**src/rtl/dump_gate_sequencer_pkg.sv**
```systemverilog
// Shared types and default widths for the dump-gate sequencer and its timer-side helpers.
package dump_gate_pkg;

    localparam int CNT_W = 8;
    localparam int REP_W = 4;

    typedef enum logic [2:0] {
        IDLE = 3'd0,
        PRE  = 3'd1,
        GATE = 3'd2,
        GAP  = 3'd3,
        DONE = 3'd4
    } state_t;

endpackage

```
**src/rtl/dump_gate_sequencer_if.sv**
```systemverilog
// Control/status bundle between the DSP-side state logic (master) and the dump-gate sequencer (slave).
interface dump_gate_sequencer_if
    import dump_gate_pkg::*;
#(
    parameter int CNT_W = dump_gate_pkg::CNT_W,
    parameter int REP_W = dump_gate_pkg::REP_W
);

    logic             start;
    logic             abort;
    logic [CNT_W-1:0] pre_delay;
    logic [CNT_W-1:0] gate_width;
    logic [CNT_W-1:0] gap_width;
    logic [REP_W-1:0] rep_count;
    logic             dump_gate;
    logic             busy;
    logic             done;
    logic             err_restart;

    modport master (
        output start, abort, pre_delay, gate_width, gap_width, rep_count,
        input  dump_gate, busy, done, err_restart
    );

    modport slave (
        input  start, abort, pre_delay, gate_width, gap_width, rep_count,
        output dump_gate, busy, done, err_restart
    );

endinterface

```
**src/rtl/dump_gate_sequencer_tick_sync.sv**
```systemverilog
// Brings the asynchronous 10 kHz reference into clk_sys and turns each rising edge into a one-cycle tick.
module tick_sync #(
    parameter int SYNC_STAGES = 2
) (
    input  logic clk_sys,
    input  logic rst_n,
    input  logic i_clk_10k,
    output logic o_tick
);

    logic [SYNC_STAGES-1:0] r_sync;
    logic                   r_syncD;

    // The reference is sampled as data only; the extra flop after the chain gives the edge detector its history.
    always_ff @(posedge clk_sys or negedge rst_n) begin
        if (!rst_n) begin
            r_sync  <= '0;
            r_syncD <= 1'b0;
        end else begin
            r_sync  <= {r_sync[SYNC_STAGES-2:0], i_clk_10k};
            r_syncD <= r_sync[SYNC_STAGES-1];
        end
    end

    assign o_tick = r_sync[SYNC_STAGES-1] & ~r_syncD;

endmodule

```
**src/rtl/dump_gate_sequencer.sv**
```systemverilog
// Dump-gate burst sequencer: on an accepted start, runs an optional pre-delay and then rep_count gate
// pulses separated by gaps, all timed in clk_10k ticks, and reports busy/done/restart-collision.
module dump_gate_sequencer
    import dump_gate_pkg::*;
#(
    parameter int CNT_W       = dump_gate_pkg::CNT_W,
    parameter int REP_W       = dump_gate_pkg::REP_W,
    parameter int SYNC_STAGES = 2
) (
    input  logic                  clk_sys,
    input  logic                  rst_n,
    input  logic                  clk_10k,
    dump_gate_sequencer_if.slave  bus
);

    state_t           r_state;
    state_t           w_nextState;
    logic [CNT_W-1:0] r_cnt;
    logic [CNT_W-1:0] w_nextCnt;
    logic [REP_W-1:0] r_rep;
    logic [REP_W-1:0] w_nextRep;
    logic [CNT_W-1:0] r_gateW;
    logic [CNT_W-1:0] r_gapW;
    logic [CNT_W-1:0] w_gateIn;
    logic [CNT_W-1:0] w_gapIn;
    logic             w_accept;
    logic             w_tick;
    logic             r_dumpGate;
    logic             r_busy;
    logic             r_done;
    logic             r_errRestart;

    tick_sync #(
        .SYNC_STAGES (SYNC_STAGES)
    ) u_tickSync (
        .clk_sys   (clk_sys),
        .rst_n     (rst_n),
        .i_clk_10k (clk_10k),
        .o_tick    (w_tick)
    );

    // Zero widths are stored as one tick so the down-counter is always reloaded with a non-zero value.
    assign w_gateIn = (bus.gate_width == '0) ? CNT_W'(1) : bus.gate_width;
    assign w_gapIn  = (bus.gap_width  == '0) ? CNT_W'(1) : bus.gap_width;

    always_comb begin
        w_nextState = r_state;
        w_nextCnt   = r_cnt;
        w_nextRep   = r_rep;
        w_accept    = 1'b0;
        if (bus.abort) begin
            w_nextState = IDLE;
            w_nextCnt   = '0;
            w_nextRep   = '0;
        end else begin
            case (r_state)
                IDLE: begin
                    if (bus.start) begin
                        w_accept  = 1'b1;
                        w_nextRep = bus.rep_count;
                        if (bus.rep_count == '0) begin
                            w_nextState = DONE;
                        end else if (bus.pre_delay == '0) begin
                            w_nextState = GATE;
                            w_nextCnt   = w_gateIn;
                        end else begin
                            w_nextState = PRE;
                            w_nextCnt   = bus.pre_delay;
                        end
                    end
                end
                PRE: begin
                    if (w_tick) begin
                        if (r_cnt == CNT_W'(1)) begin
                            w_nextState = GATE;
                            w_nextCnt   = r_gateW;
                        end else begin
                            w_nextCnt = r_cnt - CNT_W'(1);
                        end
                    end
                end
                GATE: begin
                    if (w_tick) begin
                        if (r_cnt == CNT_W'(1)) begin
                            w_nextRep = r_rep - REP_W'(1);
                            if (r_rep == REP_W'(1)) begin
                                w_nextState = DONE;
                                w_nextCnt   = '0;
                            end else begin
                                w_nextState = GAP;
                                w_nextCnt   = r_gapW;
                            end
                        end else begin
                            w_nextCnt = r_cnt - CNT_W'(1);
                        end
                    end
                end
                GAP: begin
                    if (w_tick) begin
                        if (r_cnt == CNT_W'(1)) begin
                            w_nextState = GATE;
                            w_nextCnt   = r_gateW;
                        end else begin
                            w_nextCnt = r_cnt - CNT_W'(1);
                        end
                    end
                end
                DONE: begin
                    w_nextState = IDLE;
                end
                default: begin
                    w_nextState = IDLE;
                    w_nextCnt   = '0;
                    w_nextRep   = '0;
                end
            endcase
        end
    end

    // Outputs are decoded from the next state so they line up exactly with state occupancy.
    always_ff @(posedge clk_sys or negedge rst_n) begin
        if (!rst_n) begin
            r_state      <= IDLE;
            r_cnt        <= '0;
            r_rep        <= '0;
            r_gateW      <= '0;
            r_gapW       <= '0;
            r_dumpGate   <= 1'b0;
            r_busy       <= 1'b0;
            r_done       <= 1'b0;
            r_errRestart <= 1'b0;
        end else begin
            r_state <= w_nextState;
            r_cnt   <= w_nextCnt;
            r_rep   <= w_nextRep;
            if (w_accept) begin
                r_gateW <= w_gateIn;
                r_gapW  <= w_gapIn;
            end
            r_dumpGate   <= (w_nextState == GATE);
            r_busy       <= (w_nextState != IDLE);
            r_done       <= (w_nextState == DONE);
            r_errRestart <= bus.start & ~bus.abort & (r_state != IDLE);
        end
    end

    assign bus.dump_gate   = r_dumpGate;
    assign bus.busy        = r_busy;
    assign bus.done        = r_done;
    assign bus.err_restart = r_errRestart;

endmodule
```
**src/flat_wrapper.sv**
```systemverilog
// flat-port wrapper written by rule: the top's interface ports become plain ports
module dump_gate_sequencer_flat import dump_gate_pkg::*;
#(
    parameter int CNT_W       = dump_gate_pkg::CNT_W,
    parameter int REP_W       = dump_gate_pkg::REP_W,
    parameter int SYNC_STAGES = 2
)
  (clk_sys, rst_n, clk_10k, bus_start, bus_abort, bus_pre_delay, bus_gate_width, bus_gap_width, bus_rep_count, bus_dump_gate, bus_busy, bus_done, bus_err_restart);
  dump_gate_sequencer_if #(.CNT_W(CNT_W), .REP_W(REP_W)) bus_i ();
  input  logic clk_sys;
  input  logic rst_n;
  input  logic clk_10k;
  input wire logic [$bits(bus_i.start)-1:0] bus_start;
  input wire logic [$bits(bus_i.abort)-1:0] bus_abort;
  input wire logic [$bits(bus_i.pre_delay)-1:0] bus_pre_delay;
  input wire logic [$bits(bus_i.gate_width)-1:0] bus_gate_width;
  input wire logic [$bits(bus_i.gap_width)-1:0] bus_gap_width;
  input wire logic [$bits(bus_i.rep_count)-1:0] bus_rep_count;
  output wire logic [$bits(bus_i.dump_gate)-1:0] bus_dump_gate;
  output wire logic [$bits(bus_i.busy)-1:0] bus_busy;
  output wire logic [$bits(bus_i.done)-1:0] bus_done;
  output wire logic [$bits(bus_i.err_restart)-1:0] bus_err_restart;
  assign bus_i.start = bus_start;
  assign bus_i.abort = bus_abort;
  assign bus_i.pre_delay = bus_pre_delay;
  assign bus_i.gate_width = bus_gate_width;
  assign bus_i.gap_width = bus_gap_width;
  assign bus_i.rep_count = bus_rep_count;
  assign bus_dump_gate = bus_i.dump_gate;
  assign bus_busy = bus_i.busy;
  assign bus_done = bus_i.done;
  assign bus_err_restart = bus_i.err_restart;
  dump_gate_sequencer #(.CNT_W(CNT_W), .REP_W(REP_W), .SYNC_STAGES(SYNC_STAGES)) u_core (.clk_sys(clk_sys), .rst_n(rst_n), .clk_10k(clk_10k), .bus(bus_i));
endmodule
```
**config.mk**
```make
export PLATFORM = sky130hd
export DESIGN_NAME = dump_gate_sequencer_flat
export DESIGN_NICKNAME = d
export VERILOG_FILES = /design/src/rtl/dump_gate_sequencer_pkg.sv /design/src/rtl/dump_gate_sequencer_if.sv /design/src/rtl/dump_gate_sequencer_tick_sync.sv /design/src/rtl/dump_gate_sequencer.sv /design/src/flat_wrapper.sv
export SDC_FILE = /design/constraint.sdc
export NUM_CORES = 1
export LEC_CHECK = 0
export ABC_AREA = 0
export BUFFER_PORTS_ARGS = -buffer_cell sky130_fd_sc_hd__buf_2
export CAP_MARGIN = 20
export CELL_PAD_IN_SITES_DETAIL_PLACEMENT = 1
export CELL_PAD_IN_SITES_GLOBAL_PLACEMENT = 2
export CORE_MARGIN = 5
export CORE_UTILIZATION = 38
export CTS_CLUSTER_DIAMETER = 80
export DETAILED_ROUTE_END_ITERATION = 16
export HOLD_SLACK_MARGIN = 0.03
export PLACE_DENSITY = 0.89
export SYNTH_ARGS = -nofsm -noshare
export SYNTH_HDL_FRONTEND = slang
export SYNTH_HIERARCHICAL = 1
export SYNTH_SLANG_ARGS = --single-unit
```
**constraint.sdc**
```tcl
create_clock -name clk_sys -period 5.75 [get_ports clk_sys]
set_input_delay 0.8625 -clock clk_sys [delete_from_list [all_inputs] [get_ports clk_sys]]
set_output_delay 0.8625 -clock clk_sys [all_outputs]
set_load 0.05 [all_outputs]
```
==> out/metrics.cfg, run 1 <==
[run_status]
status=finished, final reports clean

[placed_design]
io_buffers=36
placed_cells=321
gp_congestion=0.796
dp_hpwl_mm=4.54

[logic_synthesis]
netlist.area_leader.share=0.429
synthFlopType=dfrtp_1
ys_seq_elements=38
ys_seq_area_frac=0.429
yosysMostFrequentCell=dfrtp_1
synthTopCellsByArea=dfrtp_1, mux2_2, a21oi_1
avgSynthCellArea_um2=10.1
synth_edf_count=0
syn-num-nets=256
yosys.area.top_type=dfrtp_1
ys_types=60
syn-cell-area_um2=2220
async_flop_share=1.00
synthCells=219
synth_common_cells=dfrtp_1, a21oi_1, nor2_1, mux2_2
yosysWarnings=6

[grt]
grt_start_max_net_pins=39
grt_use_total=0.166
gr-total-overflow=0
antenna_found_initial=0
grt.met3_usage=0.0342
busiest_layer=met2
grt_pass1_wl_mm=9.90
grt_use_met1=0.239
grt_pass1_vias=1939
grtUsageMet2=0.252

[sta]
fin_setup_tns_ns=0
slew_headroom=0.429
rsz0062_at_grt=false
slew_viol_final=0
finClkSkew_ns=0.00404
fmax_mhz=372
hold_violations=0
finalSetupViolations=0
fin_crit_sh=0.467
tightest_slew_ns=0.856
fin_crit_ns=2.69

[floorplan]
fp.coreArea_um2=5570
core.rowCount=27
dieArea_um2=7460
die_y_um=86.4
io_pins=37
die_x_um=86.4
start_util=0.398

[clocking]
cts_resized=0
cts_inserted_buffers=5
clock_latency_ns=0.29
clockBufferDepth=2
cts_tree=done
cts.clk_slew.worst_paths_ns=0.07
postCtsSetupBuffers=0
cts_sinks=38
cts.hold.buffers_added=0
htree_levels=2
clock-root-buffer=clkbuf_8

[detailed_routing]
wl_per_cell_um=17.8
drt-vias-per-instance=5.63
vias=1853
drt_pass1_iterations=4
drtIter0Drc=109
ant_nets=0
wl_mm=5.85
drc=0

[critical_path]
path_class=input pin to register
startpoint_type=input pin
arrival_ns=2.86
cp_slowest_cell=a311oi_4
worst-endpoint-required_ns=5.92
critPathCaptureType=register
worstPathCellList=buf_2 > or4_4 > a311oi_4 > or2b_2 > a21oi_1 > a221o_1
path_max_fanout=12
max_stage_delay_ns=0.61

[power]
p_int_mw=0.577
p_seq_frac=0.425
clockPowerShare=0.343
netSwitchingFraction=0.284
combPwrFrac=0.232
p_leak_nw=1.12
peakVddDrop_mv=0.170
p_sw_mw=0.229
power_density_nw_per_um2=311

[layout]
final_cell_count_no_fill=329
drive_gt1_frac=0.296
n_antenna_cell=0
utilization=0.465
areaGrowthSynthToFinish_pct=16.9
nets=293

[min_path]
hp-class=register to register

[flow_run]
drv_cap=0

==> cell usage in the layout, fill, tap and decap left out, types with 3 or more instances in the layout <==
cell type	n
o21ai_0	13
a21oi_1	22
nor4_1	5
inv_1	5
ha_1	4
a2bb2oi_1	4
or4_1	3
mux2_2	15
o21ai_1	3
or3b_2	3
nor3_1	6
nor2_1	19
buf_2	36
nand3_1	3
o31ai_1	3
nand2_1	13
a221o_1	4
dfrtp_1	38
and2_1	4
clkbuf_8	6
==> power groups by stage <==
stage	combinational (mW)	clock (mW)	sequential (mW)
after floorplan	0.133	0	0.339
after global placement	0.183	0	0.345
after detailed placement	0.187	0	0.348
after CTS	0.188	0.285	0.343
after global routing	0.209	0.295	0.349
final	0.187	0.277	0.343
==> worst max-delay path, delay by kind of cell <==
kind | cells | cell delay (ns)
compound gates | 3 | 1.00
simple gates | 2 | 0.88
buf+inv | 1 | 0.10
==> final timing paths <==
check	start	endpoint	slack, ns	depth (start not counted)
min in group asynchronous	rst_n	u_core/bus.dump_gate	0.68	1
max reg2reg	u_core/r_cnt[1]	u_core/r_cnt[4]	3.21	7
max in group asynchronous	rst_n	u_core/r_cnt[6]	4.53	1
min reg2reg	u_core/u_tickSync/r_sync[0]	u_core/u_tickSync/r_sync[1]	0.35	0
min	u_core/u_tickSync/r_sync[0]	u_core/u_tickSync/r_sync[1]	0.35	0
max	bus_rep_count[2]	u_core/r_cnt[2]	3.06	6
==> routing by layer <==
| layer | up-vias | routed length [um] |
|---|---|---|
| li1 | 892 | - |
| met1 | 906 | 2780 |
| met2 | 50 | 2720 |
| met3 | 5 | 307 |
| met4 | 0 | 38 |
| met5 | - | 0 |
==> cell families (layout without fill, tap and decap cells) <==
group	after synthesis	in the layout	synth area share
DFF	38	38	0.429
adders and majority gates	4	4	0.0226
buffers and inverters	12	50	0.0276
AOI/OAI and AO/OA	65	65	0.206
muxes	17	17	0.0852
and+or+nand+nor	80	80	0.218
xor gates and xnor gates	3	3	0.0119
==> cell type report <==
type	count	area [um2]
clock buffer	6	82.6
multi-input combinational	169	1200
tap	72	90.1
clock inverter	2	60.1
fill	647	2980
timing repair buffer	36	180
sequential	38	951
inverter	6	22.5
==> registers in the layout, summed over array words and instances (netlist names), 2 cells and up <==
register,flops
u_core/r_rep,4
u_core/r_cnt,8
u_core/r_gapW,8
u_core/r_gateW,8
u_core/r_state,3
u_core/u_tickSync/r_sync,2
==> metrics by stage <==
step,total power [mW],hold slack [ns],instance area (um2),worst slack [ns]
floorplan,0.472,0.331,2220,3.35
global placement,0.529,0.335,2450,2.87
detailed placement,0.535,0.340,2450,2.79
CTS,0.816,0.358,2590,3.09
global route,0.853,0.374,2590,2.97
finish,0.806,0.354,2590,3.06
Power figures use the tool's default switching activity.
==> run 2, diff against run 1 <==
CORE_UTILIZATION = 35   (was 38)
PLACE_DENSITY = 0.83   (was 0.89)
clock period = 2.6 ns   (was 5.75 ns; I/O delays follow)
==> run 2 against run 1 <==
Wire length grew 7.1%. Largest power group unchanged. Highest routed layer unchanged. Hold slack got worse by 0.15 ns. First-iteration DRC count decreased by 23%. Cell count grew 3.6%. Flip-flop and latch count unchanged. Critical path type is now register to register. Die area grew 7.6%. Power is 100% higher. Final area grew 0.58%. Combinational power is 130% higher. Sequential power up 120%.
==> out/metrics.cfg, run 2 (synthesis gave the netlist of run 1 again) <==
[grt]
gr-total-overflow=0  ; unchanged
grt_start_max_net_pins=39  ; unchanged
grt_use_total=0.172  ; +0.00619
grt_pass1_wl_mm=10.5  ; +6.4%
grt_pass1_vias=2082  ; +7.4%
antenna_found_initial=0  ; unchanged

[sta]
fin_crit_sh=0.868
fmax_mhz=443
hold_violations=0  ; unchanged
fin_setup_tns_ns=0  ; unchanged
rsz0062_at_grt=false
setup_ws_ns=0.344  ; -2.72 ns
finalSetupViolations=0  ; unchanged
slew_viol_final=0  ; unchanged
fin_crit_ns=2.26
tightest_slew_ns=0.875  ; +0.0186 ns
finClkSkew_ns=0.00576  ; +0.00172 ns
slew_headroom=0.417  ; -0.0124

[floorplan]
start_util=0.355  ; -0.0425
dieArea_um2=8030  ; +7.6%
fp.coreArea_um2=6240  ; +12%
die_x_um=89.6  ; +3.7%
die_y_um=89.6  ; +3.7%
io_pins=37  ; unchanged
core.rowCount=29  ; +7.4%

[placed_design]
pre_cts_ws_ns=0.374  ; -2.41 ns
dp_hpwl_mm=4.85  ; +6.8%
io_buffers=36  ; unchanged
gp_congestion=0.792  ; -0.60%
post_dp_cell_area_um2=2510  ; +2.4%

[run_status]
status=finished, final reports clean

[layout]
top_regs=u_core/r_cnt (8), u_core/r_gapW (8), u_core/r_gateW (8)
nets=300  ; +2.4%
utilization=0.418  ; -0.0473
n_antenna_cell=0  ; unchanged
drive_gt1_frac=0.314  ; +0.0187
final_cell_mix=dfrtp_1, buf_2, a21oi_1
final_area_um2=2610  ; +0.58%
final_common_cell=dfrtp_1
areaGrowthSynthToFinish_pct=17.6

[min_path]
hp-class=input pin to register

[power]
finalPower_mw=1.64  ; +100%
power_density_nw_per_um2=628  ; +100%
peakVddDrop_mv=0.306  ; +80%
p_leak_nw=1.13  ; +1.0%

[clocking]
clockBufferDepth=2  ; unchanged
cts.clk_slew.worst_paths_ns=0.08  ; about the same
cts_sinks=38  ; unchanged
clock-root-buffer=clkbuf_8
htree_levels=2  ; unchanged
cts.hold.buffers_added=0  ; unchanged
cts_resized=0  ; unchanged
postCtsSetupBuffers=0  ; unchanged
cts_inserted_buffers=5  ; unchanged
cts_tree=done
clock_latency_ns=0.29  ; about the same

[critical_path]
critPathCaptureType=register
worst-endpoint-required_ns=2.77  ; -3.15 ns
startpoint_type=register
path_class=register to register
path_max_fanout=5  ; -7
arrival_ns=2.42  ; -0.44 ns

[detailed_routing]
drtIter0Drc=84  ; -23%
wl_per_cell_um=18.4  ; +3.3%
wl_mm=6.27  ; +7.1%
vias=1907  ; +2.9%
drt-vias-per-instance=5.59  ; -0.71%
drc=0  ; unchanged
ant_nets=0  ; unchanged
drt_pass1_iterations=4  ; unchanged

[flow_run]
drv_cap=0  ; unchanged

==> run 2: final timing paths <==
kind,start,endpoint,slack [ns],cells past startpoint
min,clk_10k,u_core/u_tickSync/r_sync[0],0.20,1
min reg2reg,u_core/u_tickSync/r_sync[0],u_core/u_tickSync/r_sync[1],0.36,0
max,u_core/r_rep[1],u_core/bus.dump_gate,0.34,7
max reg2reg,u_core/r_rep[1],u_core/bus.dump_gate,0.34,7
min in group asynchronous,rst_n,u_core/u_tickSync/r_sync[0],0.22,1
max in group asynchronous,rst_n,u_core/r_cnt[6],1.84,1
==> run 2: area by class of cell <==
type                       count  area, um2
tap                           77       96.3
clock inverter                 2       16.3
inverter                       6       22.5
sequential                    38        951
fill                         741       3630
multi-input combinational    169       1200
clock buffer                   6       82.6
timing repair buffer          43        233
==> run 2: layer usage <==
metal / routed length, um / part of all wire / vias up / track usage
met5: 0 / 0 / - / 0
met3: 171 / 0.027 / 4 / 0.0283
li1: - / - / 909 / -
met2: 3160 / 0.50 / 32 / 0.289
met1: 2860 / 0.46 / 962 / 0.227
met4: 74 / 0.012 / 0 / 0.0514
==> run 2: stage by stage <==
stage | std cells | hold slack (ns)
final | 341 | 0.202
after global routing | 341 | 0.181
after CTS | 341 | 0.193
after detailed placement | 333 | 0.343
after global placement | 333 | 0.336
after floorplan | 219 | 0.0944
==> run 2: report_power, final <==
part           leakage (nW)  total (mW)  switching, mW  internal [mW]
logic                 0.612       0.432          0.229          0.203
registers             0.475       0.758         0.0809          0.677
clock network        0.0478       0.447          0.228          0.219
total                  1.13        1.64          0.538           1.10
==> run 2: critical path, cell delays in order (launching register included) <==
cell and delay (ns):
dfrtp_1 0.41, inv_1 0.08, ha_1 0.13, or3b_2 0.51
or4_1 0.60, o2bb2ai_1 0.16, o21ai_2 0.16, nor3_1 0.07
